--- config.mk ---
export PLATFORM = sky130hd
export DESIGN_NAME = sobel_frame_ctrl
export DESIGN_NICKNAME = d
export VERILOG_FILES = /design/src/rtl/sobel_frame_ctrl.sv
export SDC_FILE = /design/constraint.sdc
export NUM_CORES = 1
export LEC_CHECK = 0
export ABC_CLOCK_PERIOD_IN_PS = 3900
export CAP_MARGIN = 5
export CELL_PAD_IN_SITES_DETAIL_PLACEMENT = 1
export CELL_PAD_IN_SITES_GLOBAL_PLACEMENT = 2
export CORE_ASPECT_RATIO = 0.9
export CORE_MARGIN = 2
export CORE_UTILIZATION = 31
export CTS_CLUSTER_DIAMETER = 30
export DETAILED_ROUTE_END_ITERATION = 12
export GPL_TIMING_DRIVEN = 0
export PLACE_DENSITY = 0.92
export SKIP_CTS_REPAIR_TIMING = 1
export SKIP_LAST_GASP = 1
export SLEW_MARGIN = 40
export SYNTH_ARGS = -nofsm -noshare
export SYNTH_HDL_FRONTEND = slang
export SYNTH_SLANG_ARGS = --single-unit
--- constraint.sdc ---
create_clock -name clk -period 3.9 [get_ports clk]
set_input_delay 0.78 -clock clk [delete_from_list [all_inputs] [get_ports clk]]
set_output_delay 0.78 -clock clk [all_outputs]
set_load 0.02 [all_outputs]
--- src/rtl/sobel_frame_ctrl.sv ---
// ---------------------------------------------------------------------------
// sobel_frame_ctrl
//
// Frame-level sequencer for the Sobel front end (line buffers, 3x3 window
// shift register, border masking). Accepts a raster pixel stream over a
// valid/ready handshake and drives the shift / line-buffer write enables.
// After the last pixel of a frame it injects COLS+1 zero flush pixels so the
// bottom row of windows completes. It reports, per window, a valid strobe,
// the centre row/column and the border flags of the centre pixel.
//
// Optional build macro: SOBEL_CTRL_AUTOSTART_EN
//   defined   : DONE returns straight to LOAD, frames stream back-to-back
//   undefined : DONE returns to IDLE, each frame needs a start_i pulse
//
// Ports:
//   clk, rst        clock, synchronous active-high reset
//   start_i         begin a frame (sampled only in IDLE)
//   pix_i/pix_valid_i/pix_ready_o  incoming raster pixel handshake
//   stall_i         downstream backpressure, freezes all shifting
//   pix_o           pixel into line buffer 0 / window (0 during flush)
//   shift_en_o      advance line buffers and window registers
//   lb_wr_en_o      line-buffer write enable (same as shift_en_o)
//   win_valid_o     window centred at (row_o, col_o) is complete
//   row_o, col_o    centre coordinates of the current window
//   border_o        {top, bottom, left, right} flags of the centre pixel
//   busy_o          controller is not idle
//   frame_done_o    one-cycle pulse after the final window
// ---------------------------------------------------------------------------
module sobel_frame_ctrl #(
  parameter int ROWS = 5,
  parameter int COLS = 6,
  parameter int CW   = 10
) (
  input  logic          clk,
  input  logic          rst,
  input  logic          start_i,
  input  logic [7:0]    pix_i,
  input  logic          pix_valid_i,
  output logic          pix_ready_o,
  input  logic          stall_i,
  output logic [7:0]    pix_o,
  output logic          shift_en_o,
  output logic          lb_wr_en_o,
  output logic          win_valid_o,
  output logic [CW-1:0] row_o,
  output logic [CW-1:0] col_o,
  output logic [3:0]    border_o,
  output logic          busy_o,
  output logic          frame_done_o
);

  localparam int NPIX   = ROWS * COLS;
  localparam int SC_END = NPIX + COLS + 1;
  localparam int SCW    = $clog2(SC_END + 1);

  localparam logic [SCW-1:0] SC_LAST_PIX   = SCW'(NPIX - 1);
  localparam logic [SCW-1:0] SC_LAST_FLUSH = SCW'(SC_END - 1);
  localparam logic [SCW-1:0] SC_WIN_FIRST  = SCW'(COLS);
  localparam logic [SCW-1:0] SC_WIN_END    = SCW'(NPIX + COLS);
  localparam logic [CW-1:0]  ROW_LAST      = CW'(ROWS - 1);
  localparam logic [CW-1:0]  COL_LAST      = CW'(COLS - 1);

  typedef enum logic [1:0] {IDLE, LOAD, FLUSH, DONE} state_t;

  state_t         state, state_nxt;
  logic [SCW-1:0] sc;
  logic           accept;
  logic           flush_shift;
  logic           shift_en;
  logic           win_hit_p0;
  logic [CW-1:0]  nxt_row, nxt_col;
  logic           win_vld_p1;
  logic [CW-1:0]  row_p1, col_p1;
  logic [3:0]     border_p1;

  function automatic logic [3:0] border_flags(input logic [CW-1:0] r,
                                              input logic [CW-1:0] c);
    return {r == '0, r == ROW_LAST, c == '0, c == COL_LAST};
  endfunction

  always_comb begin
    state_nxt   = state;
    pix_ready_o = (state == LOAD) && !stall_i;
    accept      = pix_valid_i && pix_ready_o;
    flush_shift = (state == FLUSH) && !stall_i;
    shift_en    = accept || flush_shift;
    case (state)
      IDLE:  if (start_i) state_nxt = LOAD;
      LOAD:  if (accept && sc == SC_LAST_PIX) state_nxt = FLUSH;
      FLUSH: if (flush_shift && sc == SC_LAST_FLUSH) state_nxt = DONE;
      DONE: begin
`ifdef SOBEL_CTRL_AUTOSTART_EN
        state_nxt = LOAD;
`else
        state_nxt = IDLE;
`endif
      end
      default: state_nxt = IDLE;
    endcase
  end

  always_ff @(posedge clk) begin
    if (rst) state <= IDLE;
    else     state <= state_nxt;
  end

  // sc counts shifts within the frame; cleared whenever a new frame can begin.
  always_ff @(posedge clk) begin
    if (rst)                                sc <= '0;
    else if (state == IDLE || state == DONE) sc <= '0;
    else if (shift_en)                      sc <= sc + SCW'(1);
  end

  // Stage p0: the shift that brings sc into COLS+1..NPIX+COLS completes the
  // window for raster index sc-COLS. The final flush shift only drains the
  // window pipeline and produces no window of its own.
  assign win_hit_p0 = shift_en && (sc >= SC_WIN_FIRST) && (sc < SC_WIN_END);

  // Stage p1: registered window strobe with its centre coordinates.
  always_ff @(posedge clk) begin
    if (rst) begin
      win_vld_p1 <= 1'b0;
      row_p1     <= '0;
      col_p1     <= '0;
      border_p1  <= '0;
      nxt_row    <= '0;
      nxt_col    <= '0;
    end else begin
      win_vld_p1 <= win_hit_p0;
      if (state == IDLE || state == DONE) begin
        nxt_row <= '0;
        nxt_col <= '0;
      end else if (win_hit_p0) begin
        row_p1    <= nxt_row;
        col_p1    <= nxt_col;
        border_p1 <= border_flags(nxt_row, nxt_col);
        if (nxt_col == COL_LAST) begin
          nxt_col <= '0;
          nxt_row <= (nxt_row == ROW_LAST) ? '0 : nxt_row + CW'(1);
        end else begin
          nxt_col <= nxt_col + CW'(1);
        end
      end
    end
  end

  assign pix_o        = accept ? pix_i : 8'h00;
  assign shift_en_o   = shift_en;
  assign lb_wr_en_o   = shift_en;
  assign win_valid_o  = win_vld_p1;
  assign row_o        = row_p1;
  assign col_o        = col_p1;
  assign border_o     = border_p1;
  assign busy_o       = (state != IDLE);
  assign frame_done_o = (state == DONE);

endmodule

==> flow_metrics.env <==
export IMPL_slew_violations=0
export IMPL_startpoint_type="input port"
export IMPL_maxCapViolCount=0
export IMPL_syn_avg_cell_area_sq_um=7.98
export IMPL_grt_max_degree=19
export IMPL_worstSetupPathType="input port to output port"
export IMPL_critPathCaptureType="output port"
export IMPL_r2r_start="sc[0]"
export IMPL_drive_above_1_share_pct=3.25
export IMPL_pwr_share_comb_pct=25.8
export IMPL_reg2reg_to="col_o[2]"
export IMPL_fin_util_pct=41.8
export IMPL_status="completed"
export IMPL_p_sw_w=0.000405
export IMPL_fin_setup_tns_ps=0
export IMPL_nNetsFinal=393
export IMPL_r2r_slack_ps=1470
export IMPL_synth_cells=311
export IMPL_max_freq_mhz=279
export IMPL_endpoint="shift_en_o"
export IMPL_synth_net_count=336
export IMPL_ir_worst_vdd_mv=0.177
export IMPL_first_pass_iters=4
export IMPL_path_cells="clkdlybuf4s50_1, clkbuf_1, a21oi_1, nor2_2, buf_4, clkdlybuf4s50_1"
export IMPL_ys_seq_elements=53
export IMPL_cts_tree="yes"
export IMPL_place_inst=457
export IMPL_finalHoldViolations=0
export IMPL_power_frac_seq_pct=46.7
export IMPL_insertedDiodeCount=0
export IMPL_skew_ps=13.4
export IMPL_clk_latency_ps=320
export IMPL_rows=30
export IMPL_swShare_pct=33.5
export IMPL_path_max_fanout=10
export IMPL_slew_headroom_pct=53.3
export IMPL_clkPwrFrac_pct=27.4
export IMPL_worst_pin_slew_ps=691
export IMPL_finalSetupViolations=0
export IMPL_vias=2355
export IMPL_critPathLaunch="pix_valid_i"
export IMPL_rsz0062_at_grt="no"
export IMPL_fin_crit_sh_pct=91.9
export IMPL_internal_power_w=0.000803
export IMPL_antenna_found_initial=0
export IMPL_clkTransAtPathRegs_ps=100
export IMPL_synth_warnings=0
export IMPL_cellPowerDensity_mw_per_mm2=378
export IMPL_whs_ps=457
export IMPL_gp_congestion=0.836
export IMPL_route_detailed_drc=0
export IMPL_cts_buffers_inserted=5
export IMPL_slowest_delay_ps=590
export IMPL_cts_path_max_buffers=2
export IMPL_layoutNonFillerInstCount=465
export IMPL_die_x_um=98.3
export IMPL_ioPinCount=51
export IMPL_cp_data_arrival_time_ps=2800
export IMPL_routed_wl_um=6790
export IMPL_cp_common_cell="clkdlybuf4s50_1"
export IMPL_wire_per_inst_um=14.6
export IMPL_final_cell_mix="nand2_1 (62), dfxtp_1 (53), clkdlybuf4s50_1 (50)"
export IMPL_dp_hpwl_um=5170
export IMPL_grt_pass1_wl_um=11300
export IMPL_final_common_cell="nand2_1"
export IMPL_slowest_stage="clkdlybuf4s50_1"
export IMPL_hold_class="flip-flop to flip-flop"
export IMPL_numPortBuffers=50
export IMPL_gr_total_overflow=0
export IMPL_die_h_um=88.9
export IMPL_gr_usage_all_layers_pct=16.0
export IMPL_root_buffer="clkbuf_8"
export IMPL_drtIter0Drc=48
export IMPL_leakage_nw=1.06
export IMPL_core_sq_mm=0.00766
export IMPL_drtAntennaViolNets=0
export IMPL_required_ps=3120
export IMPL_vias_per_cell=5.06
export IMPL_syn2layout_area_growth_pct=28.9
export IMPL_synth_cell_type_count=37
export IMPL_htreeDepth=2
export IMPL_yosysSeqAreaShare_pct=42.8
export IMPL_period_needed_ps=3580
export IMPL_power_total_w=0.00121
export IMPL_first_global_vias=2369
export IMPL_die_area_sq_mm=0.00874
export IMPL_cts_sinks=53
export IMPL_synth_area_sq_mm=0.00248
export IMPL_reg2reg_depth=8
export IMPL_initial_core_util_pct=32.4
critical path: cells and delay by family:
kind                   cells  cell delay [ps]
AND/OR/NAND/NOR            1              290
buffers and inverters      4             1520
AO/OA/AOI/OAI              1              210
how the worst min path moves through the flow:
| stage | from | end | slack [ps] | depth (start not counted) |
|---|---|---|---|---|
| after floorplan | nxt_row[9] | row_o[9] | 450 | 2 |
| after global placement | border_o[0] | border_o[0] | 440 | 2 |
| after detailed placement | border_o[0] | border_o[0] | 450 | 2 |
| after CTS | border_o[0] | border_o[0] | 460 | 2 |
| after global routing | col_o[6] | col_o[6] | 490 | 2 |
| final | border_o[0] | border_o[0] | 460 | 2 |
per-stage QoR:
stage	area (sq um)	setup slack [ps]
floorplan	2480	1260
global placement	3100	212
detailed placement	3100	162
CTS	3200	156
global route	3200	112
finish	3200	317
area by class of cell:
cell class,instances,area (sq um)
clock buffers,5,68.8
clock inverters,3,26.3
multi-input cells,228,1310
flip-flops and latches,53,1060
well taps,96,120
repair buffers,50,500
inverters,16,60.1
plain buffers,14,56.3
fillers,964,4460
power by group through the flow:
stage | Sequential [W] | Clock (W) | Combinational [W]
CTS | 0.000565 | 0.000345 | 0.000313
global placement | 0.000577 | 0 | 0.000299
floorplan | 0.000573 | 0 | 0.000192
finish | 0.000565 | 0.000331 | 0.000312
detailed placement | 0.000577 | 0 | 0.000312
global route | 0.000567 | 0.000363 | 0.000341
cells in the mapped netlist (all sizes together):
master / count / area (sq um)
a211oi: 1 / 7.51
a21o: 1 / 7.51
a21oi: 30 / 150
a221oi: 1 / 8.76
a31o: 1 / 8.76
a31oi: 3 / 18.8
and2: 2 / 12.5
and3: 9 / 56.3
buf: 1 / 7.51
clkbuf: 13 / 48.8
dfxtp: 53 / 1060
ha: 12 / 150
inv: 16 / 60.1
nand2: 62 / 233
nand2b: 3 / 18.8
nand3: 8 / 40.0
nand3b: 3 / 22.5
nand4: 5 / 31.3
nor2: 22 / 82.6
nor2b: 2 / 12.5
nor3: 7 / 35.0
nor4: 4 / 25.0
nor4b: 2 / 17.5
o2111a: 1 / 11.3
o2111ai: 1 / 8.76
o211ai: 1 / 7.51
o21a: 1 / 7.51
o21ai: 17 / 85.1
o31a: 1 / 8.76
o31ai: 3 / 36.3
o41ai: 2 / 17.5
or3: 7 / 43.8
or4: 3 / 22.5
or4bb: 1 / 11.3
xnor2: 8 / 70.1
xor2: 4 / 35.0
layer usage:
| metal | up-vias | GRT usage (%) | share of wire [%] |
|---|---|---|---|
| li1 | 1183 | - | - |
| met4 | 0 | 2.62 | 0.59 |
| met5 | - | 0 | 0 |
| met2 | 34 | 28.6 | 48 |
| met3 | 5 | 3.40 | 2.8 |
| met1 | 1133 | 20.5 | 49 |
kinds of logic (layout without fill, tap and decap cells):
logic type	count (synthesis)	count (layout)	share of synthesized area, %
simple gates	140	140	26.8
compound gates	64	64	15.5
flops	53	53	42.8
buf+inv	30	88	4.69
fa+ha+maj	12	12	6.05
xor+xnor	12	12	4.24
registers in the layout, summed over array words and instances, names as in the netlist:
name	cells
state	2
nxt_row	10
sc	6
border_o	4
row_o	10
nxt_col	10
win_valid_o	1
col_o	10
(Power assumes the default switching activity.)
